### src/rtl/instruction_decode_stage_if.sv
// Upstream instruction handshake, downstream decoded-entry handshake and status.
// The master drives instructions and accepts entries; the slave is the decode stage.
interface instruction_decode_stage_if #(
  parameter int XLEN  = 32,
  parameter int CNT_W = 16
);
  logic             in_valid;
  logic             in_ready;
  logic [31:0]      in_instr;
  logic [XLEN-1:0]  in_pc;
  logic             flush;
  logic             out_valid;
  logic             out_ready;
  logic [6:0]       out_opcode;
  logic [4:0]       out_rd;
  logic [2:0]       out_func3;
  logic [4:0]       out_rs1;
  logic [4:0]       out_rs2;
  logic [6:0]       out_func7;
  logic [XLEN-1:0]  out_imm;
  logic [2:0]       out_fmt;
  logic [XLEN-1:0]  out_pc;
  logic             out_illegal;
  logic [CNT_W-1:0] illegal_count;

  modport master (
    output in_valid, in_instr, in_pc, flush, out_ready,
    input  in_ready, out_valid, out_opcode, out_rd, out_func3, out_rs1, out_rs2,
           out_func7, out_imm, out_fmt, out_pc, out_illegal, illegal_count
  );

  modport slave (
    input  in_valid, in_instr, in_pc, flush, out_ready,
    output in_ready, out_valid, out_opcode, out_rd, out_func3, out_rs1, out_rs2,
           out_func7, out_imm, out_fmt, out_pc, out_illegal, illegal_count
  );
endinterface

### src/rtl/instruction_decode_stage.sv
// RV32/RV64 decode stage: decodes at push and buffers entries in a DEPTH-slot FIFO.
// Handshakes: a transfer happens on a rising edge where valid && ready; ready never depends on valid.
module instruction_decode_stage #(
  parameter int XLEN  = 32,
  parameter int DEPTH = 2,
  parameter int CNT_W = 16
) (
  input logic clk,
  input logic rst_n,
  instruction_decode_stage_if.slave bus
);
  localparam int PTR_W = $clog2(DEPTH);

  localparam logic [2:0] FMT_R   = 3'd0;
  localparam logic [2:0] FMT_I   = 3'd1;
  localparam logic [2:0] FMT_S   = 3'd2;
  localparam logic [2:0] FMT_B   = 3'd3;
  localparam logic [2:0] FMT_U   = 3'd4;
  localparam logic [2:0] FMT_J   = 3'd5;
  localparam logic [2:0] FMT_ILL = 3'd7;

  typedef struct packed {
    logic [6:0]      opcode;
    logic [4:0]      rd;
    logic [2:0]      func3;
    logic [4:0]      rs1;
    logic [4:0]      rs2;
    logic [6:0]      func7;
    logic [XLEN-1:0] imm;
    logic [2:0]      fmt;
    logic [XLEN-1:0] pc;
    logic            illegal;
  } entry_t;

  entry_t           mem [DEPTH];
  entry_t           dec;
  entry_t           head;
  logic [31:0]      imm32;
  logic [2:0]       fmt;
  logic [PTR_W-1:0] wr_ptr;
  logic [PTR_W-1:0] rd_ptr;
  logic [PTR_W:0]   count;
  logic [CNT_W-1:0] illegal_count;
  logic             in_ready;
  logic             out_valid;
  logic             push;
  logic             pop;

  assign in_ready  = (count < (PTR_W+1)'(DEPTH));
  assign out_valid = (count != '0);
  // flush wins over both handshakes so a flushed cycle changes nothing but the reset of the buffer
  assign push      = bus.in_valid && in_ready && !bus.flush;
  assign pop       = out_valid && bus.out_ready && !bus.flush;

  always_comb begin
    imm32 = '0;
    fmt   = FMT_ILL;
    case (bus.in_instr[6:0])
      7'b0110011: fmt = FMT_R;
      7'b0010011, 7'b0000011, 7'b1100111, 7'b1110011: begin
        fmt   = FMT_I;
        imm32 = {{20{bus.in_instr[31]}}, bus.in_instr[31:20]};
      end
      7'b0100011: begin
        fmt   = FMT_S;
        imm32 = {{20{bus.in_instr[31]}}, bus.in_instr[31:25], bus.in_instr[11:7]};
      end
      7'b1100011: begin
        fmt   = FMT_B;
        imm32 = {{19{bus.in_instr[31]}}, bus.in_instr[31], bus.in_instr[7],
                 bus.in_instr[30:25], bus.in_instr[11:8], 1'b0};
      end
      7'b0110111, 7'b0010111: begin
        fmt   = FMT_U;
        imm32 = {bus.in_instr[31:12], 12'h000};
      end
      7'b1101111: begin
        fmt   = FMT_J;
        imm32 = {{11{bus.in_instr[31]}}, bus.in_instr[31], bus.in_instr[19:12],
                 bus.in_instr[20], bus.in_instr[30:21], 1'b0};
      end
      default: fmt = FMT_ILL;
    endcase
  end

  // Every legal opcode ends in 2'b11, so a bad low pair already lands in the default arm.
  always_comb begin
    dec         = '0;
    dec.opcode  = bus.in_instr[6:0];
    dec.rd      = bus.in_instr[11:7];
    dec.func3   = bus.in_instr[14:12];
    dec.rs1     = bus.in_instr[19:15];
    dec.rs2     = bus.in_instr[24:20];
    dec.func7   = bus.in_instr[31:25];
    dec.imm     = XLEN'($signed(imm32));
    dec.fmt     = fmt;
    dec.pc      = bus.in_pc;
    dec.illegal = (fmt == FMT_ILL);
  end

  always_ff @(posedge clk) begin
    if (push) mem[wr_ptr] <= dec;
  end

  always_ff @(posedge clk or negedge rst_n) begin
    if (!rst_n) begin
      wr_ptr <= '0;
      rd_ptr <= '0;
      count  <= '0;
    end else if (bus.flush) begin
      wr_ptr <= '0;
      rd_ptr <= '0;
      count  <= '0;
    end else begin
      if (push) wr_ptr <= wr_ptr + PTR_W'(1);
      if (pop)  rd_ptr <= rd_ptr + PTR_W'(1);
      case ({push, pop})
        2'b10:   count <= count + (PTR_W+1)'(1);
        2'b01:   count <= count - (PTR_W+1)'(1);
        default: count <= count;
      endcase
    end
  end

  always_ff @(posedge clk or negedge rst_n) begin
    if (!rst_n) begin
      illegal_count <= '0;
    end else if (push && dec.illegal && (illegal_count != {CNT_W{1'b1}})) begin
      illegal_count <= illegal_count + CNT_W'(1);
    end
  end

  always_comb begin
    head = '0;
    if (out_valid) head = mem[rd_ptr];
  end

  assign bus.in_ready      = in_ready;
  assign bus.out_valid     = out_valid;
  assign bus.out_opcode    = head.opcode;
  assign bus.out_rd        = head.rd;
  assign bus.out_func3     = head.func3;
  assign bus.out_rs1       = head.rs1;
  assign bus.out_rs2       = head.rs2;
  assign bus.out_func7     = head.func7;
  assign bus.out_imm       = head.imm;
  assign bus.out_fmt       = head.fmt;
  assign bus.out_pc        = head.pc;
  assign bus.out_illegal   = head.illegal;
  assign bus.illegal_count = illegal_count;
endmodule

### src/flat_wrapper.sv
// flat-port wrapper written by rule: the top's interface ports become plain ports
module instruction_decode_stage_flat 
#(
  parameter int XLEN  = 32,
  parameter int DEPTH = 2,
  parameter int CNT_W = 16
)
  (clk, rst_n, bus_in_valid, bus_in_instr, bus_in_pc, bus_flush, bus_out_ready, bus_in_ready, bus_out_valid, bus_out_opcode, bus_out_rd, bus_out_func3, bus_out_rs1, bus_out_rs2, bus_out_func7, bus_out_imm, bus_out_fmt, bus_out_pc, bus_out_illegal, bus_illegal_count);
  instruction_decode_stage_if #(.XLEN(XLEN), .CNT_W(CNT_W)) bus_i ();
  input logic clk;
  input logic rst_n;
  input wire logic [$bits(bus_i.in_valid)-1:0] bus_in_valid;
  input wire logic [$bits(bus_i.in_instr)-1:0] bus_in_instr;
  input wire logic [$bits(bus_i.in_pc)-1:0] bus_in_pc;
  input wire logic [$bits(bus_i.flush)-1:0] bus_flush;
  input wire logic [$bits(bus_i.out_ready)-1:0] bus_out_ready;
  output wire logic [$bits(bus_i.in_ready)-1:0] bus_in_ready;
  output wire logic [$bits(bus_i.out_valid)-1:0] bus_out_valid;
  output wire logic [$bits(bus_i.out_opcode)-1:0] bus_out_opcode;
  output wire logic [$bits(bus_i.out_rd)-1:0] bus_out_rd;
  output wire logic [$bits(bus_i.out_func3)-1:0] bus_out_func3;
  output wire logic [$bits(bus_i.out_rs1)-1:0] bus_out_rs1;
  output wire logic [$bits(bus_i.out_rs2)-1:0] bus_out_rs2;
  output wire logic [$bits(bus_i.out_func7)-1:0] bus_out_func7;
  output wire logic [$bits(bus_i.out_imm)-1:0] bus_out_imm;
  output wire logic [$bits(bus_i.out_fmt)-1:0] bus_out_fmt;
  output wire logic [$bits(bus_i.out_pc)-1:0] bus_out_pc;
  output wire logic [$bits(bus_i.out_illegal)-1:0] bus_out_illegal;
  output wire logic [$bits(bus_i.illegal_count)-1:0] bus_illegal_count;
  assign bus_i.in_valid = bus_in_valid;
  assign bus_i.in_instr = bus_in_instr;
  assign bus_i.in_pc = bus_in_pc;
  assign bus_i.flush = bus_flush;
  assign bus_i.out_ready = bus_out_ready;
  assign bus_in_ready = bus_i.in_ready;
  assign bus_out_valid = bus_i.out_valid;
  assign bus_out_opcode = bus_i.out_opcode;
  assign bus_out_rd = bus_i.out_rd;
  assign bus_out_func3 = bus_i.out_func3;
  assign bus_out_rs1 = bus_i.out_rs1;
  assign bus_out_rs2 = bus_i.out_rs2;
  assign bus_out_func7 = bus_i.out_func7;
  assign bus_out_imm = bus_i.out_imm;
  assign bus_out_fmt = bus_i.out_fmt;
  assign bus_out_pc = bus_i.out_pc;
  assign bus_out_illegal = bus_i.out_illegal;
  assign bus_illegal_count = bus_i.illegal_count;
  instruction_decode_stage #(.XLEN(XLEN), .DEPTH(DEPTH), .CNT_W(CNT_W)) u_core (.clk(clk), .rst_n(rst_n), .bus(bus_i));
endmodule
### config.mk
export PLATFORM = sky130hd
export DESIGN_NAME = instruction_decode_stage_flat
export DESIGN_NICKNAME = d
export VERILOG_FILES = /design/src/rtl/instruction_decode_stage_if.sv /design/src/rtl/instruction_decode_stage.sv /design/src/flat_wrapper.sv
export SDC_FILE = /design/constraint.sdc
export NUM_CORES = 1
export LEC_CHECK = 0
export CAP_MARGIN = 20
export CORE_MARGIN = 2
export CORE_UTILIZATION = 46
export CTS_CLUSTER_SIZE = 8
export DETAILED_ROUTE_END_ITERATION = 16
export MAX_ROUTING_LAYER = met4
export PLACE_DENSITY = 0.73
export SLEW_MARGIN = 40
export SYNTH_ARGS = -nofsm -noshare
export SYNTH_HDL_FRONTEND = slang
export SYNTH_SLANG_ARGS = --single-unit
export TNS_END_PERCENT = 100
### constraint.sdc
create_clock -name clk -period 5.71 [get_ports clk]
set_input_delay 0.571 -clock clk [delete_from_list [all_inputs] [get_ports clk]]
set_output_delay 0.571 -clock clk [all_outputs]
set_load 0.03 [all_outputs]
* After elaboration in Yosys (flattened, before gate mapping)
Memory sizes are Yosys's and may differ from the RTL's. Cells that the tools add are included.
Word-level totals: output and inout port bits 118, bits in latches 0, memory bits (writable) 200, memories 1, logic and storage cells 49, register bits after elaboration 20, ROM bits 0
Memories:
- u_core.mem | words 2, width 100, rd ports 1, clocked after memory_dff 0, write ports 1, line instruction_decode_stage.sv:35 | entry_t mem [DEPTH];
Operators by class: bitwise gates (word level) 0, div/mod/pow operators 0, mux-type cells 11, $mul 0, equality and inequality tests 14, shift-type cells 0, add/sub/neg operators 5, reductions and logical operators 13, order comparisons 1
Operators by type and width (number):
- 32-bit case mux with 5 select lines | 1
- 100-bit 2-to-1 mux | 1
- 7-bit == test, second input constant | 4
- 7-bit by 6-bit == test with 1-bit output, second input constant | 3
- 3-bit case mux with 6 select lines | 1
- 16-bit by 1-bit adder with 16-bit output, second input constant | 1
- 16-bit != test, second input constant | 1
- 7-bit by 5-bit == test with 1-bit output, second input constant | 2
- 7-bit by 2-bit == test with 1-bit output, second input constant | 1
- 1-bit logical AND | 6
- 1-bit 2-to-1 mux | 6
- 2-bit nonzero test | 3
- 2-bit case mux with 2 select lines | 1
- 4-bit OR reduction | 1
- 3-bit == test, second input constant | 1
- 3-bit nonzero test | 1
- 1-bit adder, second input constant | 2
- 2-bit by 1-bit adder with 2-bit output, second input constant | 1
- 2-bit by 1-bit == test with 1-bit output, second input constant | 1
- 2-bit == test, second input constant | 1
- 2-bit less-than comparator, second input constant | 1
- 2-bit 2-to-1 mux | 1
- 2-bit OR reduction | 1
- 2-bit by 1-bit subtractor with 2-bit output, second input constant | 1
- 1-bit logical NOT | 1

* Depth between registers and ports, before layout
Gate-level depths: netlist of the first run.
word-level depth 6, gate-level depth with buffers 7, mapped depth without buffers 6

* Worst setup path before layout of the first run
No wires, ideal clock.
kind in2reg, start point input port bus_in_valid, end point memory u_core.mem[0][0] (netlist name) (enable), path slack 0.076 ns, data required time 5.150 ns, setup time 0.560 ns, stages on the path 3, arrival 5.074 ns, cells stage by stage and2b_1 nand2b_1 nor2_1
On the way: longest elaborated chain between the ends 4
Ends and longest elaborated chain:
- from (decl) | line flat_wrapper.sv:12 | input wire logic [$bits(bus_i.in_valid)-1:0] bus_in_valid;
- 1-bit logical AND (2 in series) | line instruction_decode_stage.sv:52 | assign push = bus.in_valid && in_ready && !bus.flush;
- 1-bit 2-to-1 mux | line instruction_decode_stage.sv:102 | if (push) mem[wr_ptr] <= dec;
- 1-bit 2-to-1 mux (implied by the code) | line instruction_decode_stage.sv:102
- to (decl) | line instruction_decode_stage.sv:35
No other way between the ends.

* Worst setup path after layout of the first run
start point register u_core.rd_ptr, end point output port bus_out_imm[15]
On the way: longest elaborated chain between the ends 2
Ends and longest elaborated chain:
- from (decl) | line instruction_decode_stage.sv:41 | logic [PTR_W-1:0] rd_ptr;
- from (signal assigned) | line instruction_decode_stage.sv:116 | if (pop) rd_ptr <= rd_ptr + PTR_W'(1);
- memory 2 x 100 bit
- 100-bit 2-to-1 mux | line instruction_decode_stage.sv:135 | if (out_valid) head = mem[rd_ptr];
- to (decl) | line flat_wrapper.sv:25 | output wire logic [$bits(bus_i.out_imm)-1:0] bus_out_imm;
No other way between the ends.

==> results of run 1 <==
-- per-layer routing --
metal  track usage [%]  vias to the layer above
met5                 -                        -
met1              25.6                     2797
met3              4.03                       29
met4              5.00                        0
li1                  -                     2700
met2              31.4                      211
-- synthesized netlist by cell type, types with 5 or more instances --
master / n
sky130_fd_sc_hd__mux2i_1: 100
sky130_fd_sc_hd__clkbuf_1: 12
sky130_fd_sc_hd__nor2b_1: 7
sky130_fd_sc_hd__a22o_1: 5
sky130_fd_sc_hd__edfxtp_1: 200
sky130_fd_sc_hd__nor2_1: 114
sky130_fd_sc_hd__buf_2: 11
sky130_fd_sc_hd__nand4_1: 8
sky130_fd_sc_hd__inv_1: 5
sky130_fd_sc_hd__a21oi_1: 10
sky130_fd_sc_hd__o21ai_0: 6
sky130_fd_sc_hd__xor2_1: 5
sky130_fd_sc_hd__xnor2_1: 13
sky130_fd_sc_hd__nand2_1: 27
sky130_fd_sc_hd__nand3_1: 8
sky130_fd_sc_hd__and2_1: 5
sky130_fd_sc_hd__and3_1: 5
sky130_fd_sc_hd__buf_6: 6
sky130_fd_sc_hd__dfrtp_1: 20
sky130_fd_sc_hd__a21o_1: 11
-- sequential cells by signal (all words and copies together), names as in the netlist --
register / count
u_core.mem: 200
u_core.bus.illegal_count: 16
u_core.count: 2
u_core.rd_ptr: 1
u_core.wr_ptr: 1
-- final cells by class --
class | instances | area share (%)
flip-flops and latches | 220 | 53.2
multi-input cells | 368 | 20.3
repair buffers | 196 | 16.2
clock buffers | 56 | 7.11
well taps | 265 | 2.71
clock inverters | 2 | 0.317
inverters | 5 | 0.153
-- per-stage QoR --
step / power, mW / instances
finish: 4.21 / 1112
global route: 4.37 / 1112
CTS: 4.25 / 1111
detailed placement: 2.59 / 1052
global placement: 2.57 / 1050
floorplan: 2.30 / 623
-- power by group through the flow --
stage	Combinational (mW)	Sequential, mW	Clock, mW
finish	0.663	1.89	1.66
CTS	0.667	1.89	1.69
floorplan	0.350	1.95	0
detailed placement	0.664	1.92	0
global route	0.704	1.90	1.77
global placement	0.642	1.93	0
-- cell families after synthesis --
logic type,Yosys count
flops,220
simple gates,203
mux,101
compound gates,45
buf+inv,35
xor+xnor,18
fa+ha+maj,1
-- worst max-delay path by stage --
stage | to | slack, ns
finish | bus_out_imm[15] | 2.14
global route | bus_out_imm[16] | 2.01
CTS | bus_out_pc[16] | 1.94
detailed placement | u_core.bus.illegal_count[1] | 2.44
global placement | u_core.bus.illegal_count[1] | 2.49
floorplan | u_core.mem[0][0] | 0.08
==> run_results.csv, run 1 <==
group,metric,value,unit
setup_path,crit_type,"reg2out",
setup_path,cpMaxStageDelayCell,"sky130_fd_sc_hd__dfrtp_4",
synthesis,avgSynthCellArea,14.7,µm²
timing,maxSlewHeadroom,53.9,%
worst_hold_path,hold_path.startpoint,"u_core.bus.illegal_count[15]",
place,dpl.hpwl,14000,µm
clock_network,number_of_levels_the_h_tree_was_split_into,1,
finish,area_delta_synth_final,33.6,%
finish,area_taken_by_flip_flops_and_latches,6510,µm²
clock_network,worst_skew_pair.late_latency,0.53,ns
clock_network,clk_path_buf_depth,3,
clock_network,clk_transition_reported_paths,0.05,ns
setup_path,cpLargestDelayFamily,"buffers and inverters",
global_routing,grt_pass1_vias,5877,
timing,finClkSkew,0.0104,ns
power,swShare,24.6,%
synthesis,synth_cells,623,
synthesis,synth.area.mux_share,11.1,%
synthesis,ys_async_sr_fraction,9.09,%
die,std_cell_rows,51,
synthesis,synth_compound_area_share,3.36,%
synthesis,synth_nets,693,
clock_network,numCtsBuffers,31,
timing,final.setup.tns,0,ns
power,internal-power,3.18,mW
detailed_routing,route.layer.met1.wl,8650,µm
place,gp_congestion,0.833,
die,initial_utilization,46.9,%
setup_path,timing.reg2reg.setup_slack,3.42,ns
detailed_routing,first_iter_violations,313,
outcome,status,"finished, final reports clean",
clock_network,cts.repair_timing.setup_buffer_count,0,
setup_path,worst-endpoint-arrival,3.00,ns
detailed_routing,vias,5737,
power,clockPowerShare,39.4,%
timing,setup-violations-final,0,
detailed_routing,max_layer_used,"met4",
timing,maxSlewViolCount,0,
global_routing,largest_net_degree_at_the_start_of_global_routing,68,
synthesis,synthesis.area,9160,µm²
synthesis,seq_area_frac_synth,71.0,%
die,die_width,145,µm
synthesis,synth_area_leaders,"sky130_fd_sc_hd__edfxtp_1, sky130_fd_sc_hd__mux2i_1, sky130_fd_sc_hd__dfrtp_1",
synthesis,synth_cell_types,50,
detailed_routing,met2WireLength,9840,µm
setup_path,r2r-end,"u_core.bus.illegal_count[1]",
die,die_h,145,µm
worst_hold_path,worst_hold_path.num_cells,1,
global_routing,grt_pass1_wl,31700,µm
clock_network,root_buffer,"sky130_fd_sc_hd__clkbuf_16",
finish,layout.cells.most_common_list,"sky130_fd_sc_hd__edfxtp_1, sky130_fd_sc_hd__clkdlybuf4s50_1, sky130_fd_sc_hd__nor2_1",
finish,insertedDiodeCount,0,
synthesis,synth-warning-count,0,
synthesis,synth.largest_area_cell,"sky130_fd_sc_hd__edfxtp_1",
timing,timing_worst_slew_pin_value,0.691,ns
setup_path,end_kind,"output port",
setup_path,cp-start-kind,"flop",
timing,fin_hold_ws,0.506,ns
global_routing,global_route.usage.total,19.5,%
finish,fraction_of_layout_instances_using_a_drive_strength_above_1,7.32,%
timing,post-route-worst-setup-slack,2.14,ns
synthesis,synth_top_cell_area_share,65.6,%
power,peakVddDrop,0.000297,V
place,placement.setup.worst_slack,2.44,ns
detailed_routing,avg_vias_per_cell,5.16,
setup_path,critical-path-max-stage-delay,0.73,ns
detailed_routing,ant_nets,0,
setup_path,worst_setup_path_startpoint,"u_core.rd_ptr",
finish,layout.filler_cells,1468,
synthesis,synth_xor_xnor_area_share,1.72,%
place,io_buffers,186,
clock_network,post_cts_hold_buffer_count,1,
timing,post-route-period-util,62.5,%
detailed_routing,drt-wirelength-per-cell,18.3,µm
synthesis,synth_enable_flop_cells,200,
timing,unrepaired_setup_endpoints_after_global_routing,"no",
global_routing,grt_antenna_before_repair,0,
timing,hold_viol,0,
detailed_routing,routed_wire_length,20400,µm
finish,final_nets,892,
timing,final.min_clock_period,3.57,ns
setup_path,worstPathCellList,"buf_12 > buf_4 > mux2i_1 > nor2_1 > clkdlybuf4s50_1",
finish,multiInputGateArea,2490,µm²
global_routing,overflow,0,
power,p_per_area,344,nW/µm²
worst_hold_path,whs_endpoint,"u_core.bus.illegal_count[15]",
detailed_routing,dr_drc_count,0,
clock_network,cts_tree,"yes",
setup_path,ff2ff_path_depth,5,
timing,max_freq,0.280,GHz
synthesis,main_combinational_cell_family_by_area_after_synthesis,"multiplexers",
power,p_seq_share,44.9,%
synthesis,yosys_most_used_dff,"sky130_fd_sc_hd__edfxtp_1",
clock_network,cts-resized-gates,0,
setup_path,path_buf_inv,3,
power,power_switching,1.04,mW
finish,post-route-cell-area,12200,µm²
worst_hold_path,min-delay-path-class,"reg2reg",
synthesis,fraction_of_the_mapped_netlist_area_in_adder_cells,0.137,%
setup_path,worst-path-stages,5,
die,ios,187,
job,timing.max_cap.violations,0,
setup_path,worst-path-max-fanout,29,
setup_path,critical_register_to_register_path_startpoint,"u_core.count[1]",
synthesis,synth_seq_cells,220,
detailed_routing,met3_wirelength,1480,µm
power,power.combinational.fraction,15.7,%
place,placed_area,11300,µm²
synthesis,synth-simple-area-share,10.6,%
die,design.die.area,21100,µm²
die,core_area,19500,µm²
finish,layout.cells.most_common,"sky130_fd_sc_hd__edfxtp_1",
detailed_routing,drt_pass1_iterations,4,
setup_path,worstPathRequired,5.14,ns
finish,fin_util,62.7,%
clock_network,clkSinkCount,220,
power,power_leakage,4.29,nW
Note: power is estimated with default switching activity, not from simulation.
==> run 2, diff against run 1 <==
--- a/config.mk
+++ b/config.mk
@@ -7,11 +7,11 @@
 export LEC_CHECK = 0
 export CAP_MARGIN = 20
 export CORE_MARGIN = 2
-export CORE_UTILIZATION = 46
+export CORE_UTILIZATION = 51
 export CTS_CLUSTER_SIZE = 8
 export DETAILED_ROUTE_END_ITERATION = 16
 export MAX_ROUTING_LAYER = met4
-export PLACE_DENSITY = 0.73
+export PLACE_DENSITY = 0.76
 export SLEW_MARGIN = 40
 export SYNTH_ARGS = -nofsm -noshare
 export SYNTH_HDL_FRONTEND = slang
==> constraint.sdc (replaced) <==
create_clock -name clk -period 3.3 [get_ports clk]
set_input_delay 0.33 -clock clk [delete_from_list [all_inputs] [get_ports clk]]
set_output_delay 0.33 -clock clk [all_outputs]
set_load 0.03 [all_outputs]
==> run 2 against run 1 <==
Net effect:
- combinational power rose by 75%
- sequential cell count did not move
- register-to-register slack got worse by 2.3 ns
- sequential power rose by 74%
- count of clock-buffer cells in the layout rose by 1
- routed wire length fell by 2.0%
- critical path type unchanged
==> run_results.csv, run 2 (same netlist as run 1, synthesis figures left out) <==
group,metric,value,unit
finish,largest_register,"u_core.mem",
clock_network,numCtsBuffers,31,
power,swShare,25.0,%
timing,hold_viol,0,
place,gp_congestion,0.875,
timing,timing_worst_slew_pin_value,0.816,ns
setup_path,worstPathRequired,2.97,ns
setup_path,worstPathCellList,"buf_12 > mux2i_1 > nor2_1 > clkdlybuf4s50_1",
finish,layout.cells.most_common,"sky130_fd_sc_hd__edfxtp_1",
finish,largest_register_ffs,200,
timing,setup-violations-final,0,
clock_network,cts.repair_timing.setup_buffer_count,0,
power,clockPowerShare,39.2,%
place,dpl.hpwl,13500,µm
clock_network,clk_transition_reported_paths,0.05,ns
power,power_leakage,4.34,nW
setup_path,path_buf_inv,2,
worst_hold_path,min-delay-path-class,"in2async",
die,core_area,17800,µm²
detailed_routing,drt_pass1_iterations,5,
clock_network,clkSinkCount,220,
die,die_width,138,µm
place,io_buffers,186,
detailed_routing,first_iter_violations,338,
timing,final.setup.tns,0,ns
global_routing,largest_net_degree_at_the_start_of_global_routing,44,
clock_network,cts-resized-gates,0,
timing,maxSlewViolCount,0,
finish,area_delta_synth_final,34.2,%
setup_path,timing.reg2reg.setup_slack,1.11,ns
clock_network,root_buffer,"sky130_fd_sc_hd__clkbuf_16",
finish,final_nets,898,
global_routing,overflow,0,
power,internal-power,5.48,mW
setup_path,critical-path-max-stage-delay,0.81,ns
setup_path,cpLargestDelayFamily,"buffers and inverters",
global_routing,global_route.usage.total,21.2,%
timing,post-route-period-util,90.6,%
power,power.combinational.fraction,15.9,%
clock_network,cts_tree,"yes",
place,placement.setup.worst_slack,0.430,ns
detailed_routing,drt-wirelength-per-cell,18.4,µm
setup_path,end_kind,"output port",
finish,reg_top3,"u_core.mem: 200 flops, u_core.bus.illegal_count: 16 flops, u_core.count: 2 flops",
timing,max_freq,0.335,GHz
job,timing.max_cap.violations,0,
finish,layout.cells.most_common_list,"sky130_fd_sc_hd__edfxtp_1, sky130_fd_sc_hd__clkdlybuf4s50_1, sky130_fd_sc_hd__nor2_1",
detailed_routing,ant_nets,0,
timing,post-route-worst-setup-slack,0.311,ns
outcome,status,"finished, final reports clean",
finish,fraction_of_layout_instances_using_a_drive_strength_above_1,7.85,%
power,power_switching,1.83,mW
die,std_cell_rows,49,
die,die_h,138,µm
clock_network,clk_path_buf_depth,3,
timing,unrepaired_setup_endpoints_after_global_routing,"no",
setup_path,worst-path-max-fanout,33,
detailed_routing,avg_vias_per_cell,5.38,
finish,insertedDiodeCount,0,
detailed_routing,routed_wire_length,19900,µm
die,design.die.area,19000,µm²
timing,finClkSkew,0.0177,ns
setup_path,crit_type,"reg2out",
finish,post-route-cell-area,12300,µm²
place,placed_area,11400,µm²
setup_path,cp-start-kind,"flop",
timing,maxSlewHeadroom,45.5,%
power,peakVddDrop,0.000429,V
timing,final.min_clock_period,2.99,ns
global_routing,grt_antenna_before_repair,0,
global_routing,grt_pass1_wl,31500,µm
clock_network,worst_skew_pair.late_latency,0.54,ns
power,p_per_area,595,nW/µm²
detailed_routing,vias,5821,
setup_path,cpMaxStageDelayCell,"sky130_fd_sc_hd__dfrtp_4",
setup_path,worst-endpoint-arrival,2.66,ns
global_routing,grt_pass1_vias,5809,
clock_network,number_of_levels_the_h_tree_was_split_into,1,
die,ios,187,
detailed_routing,dr_drc_count,0,
die,initial_utilization,51.5,%
power,p_seq_share,44.8,%
==> run 2: changes by cell type in the layout (fill, tap and decap cells not counted) <==
cell | previous run | this run
sky130_fd_sc_hd__buf_12 | 2 | 9
sky130_fd_sc_hd__bufinv_16 | 1 | 0
sky130_fd_sc_hd__o2111ai_1 | 1 | 2
sky130_fd_sc_hd__o2111ai_2 | 1 | 0
==> run 2: path summary, 6_finish.rpt <==
check / from / to / cells after the start
max in group asynchronous: rst_n / u_core.rd_ptr / 2
setup / recovery: u_core.rd_ptr / bus_out_rd[4] / 4
hold / removal: rst_n / u_core.bus.illegal_count[4] / 2
min in group clk: bus_in_pc[26] / u_core.mem[0][27] / 1
setup reg to reg: u_core.count[1] / u_core.mem[1][83] / 4
hold reg to reg: u_core.bus.illegal_count[5] / u_core.bus.illegal_count[5] / 1
==> run 2: power groups by stage <==
stage                     clock, mW  sequential (mW)  combinational [mW]
after floorplan                   0             3.36               0.607
after global placement            0             3.32                1.15
after detailed placement          0             3.33                1.17
after CTS                      2.94             3.28                1.18
after global routing           3.06             3.29                1.23
final                          2.87             3.28                1.16
==> run 2: layer usage <==
metal	vias up	global-route usage (%)	routed length, µm	share of wire, %
li1	2717	-	-	-
met1	2851	28.6	8650	43
met2	224	34.0	9620	48
met3	29	4.19	1370	6.9
met4	0	4.67	295	1.5
met5	-	-	0	0
==> run 2: per-stage QoR <==
stage	util [%]	hold slack [ns]	power [mW]	instances
5_1_grt	69.1	0.332	7.58	1082
3_3_place_gp	64.0	0.487	4.47	1023
2_1_floorplan	-	0.0344	3.97	623
3_5_place_dp	64.0	0.313	4.50	1023
4_1_cts	69.1	0.279	7.39	1082
6_report	69.1	0.280	7.31	1082
==> run 2: layout make-up <==
type / count / area [µm²]
Sequential cell: 220 / 6510
Clock inverter: 1 / 8.76
Clock buffer: 57 / 895
Tap cell: 229 / 287
Multi-Input combinational cell: 368 / 2480
Timing Repair Buffer: 202 / 2090
Fill cell: 1241 / 5490
Inverter: 5 / 18.8
==> run 2: what timing repair did <==
| item | CTS | global route |
|---|---|---|
| endpoints found under the setup margin | 0 | 0 |
| hold buffers | 1 | 0 |
| hold endpoints to repair | 20 | 0 |
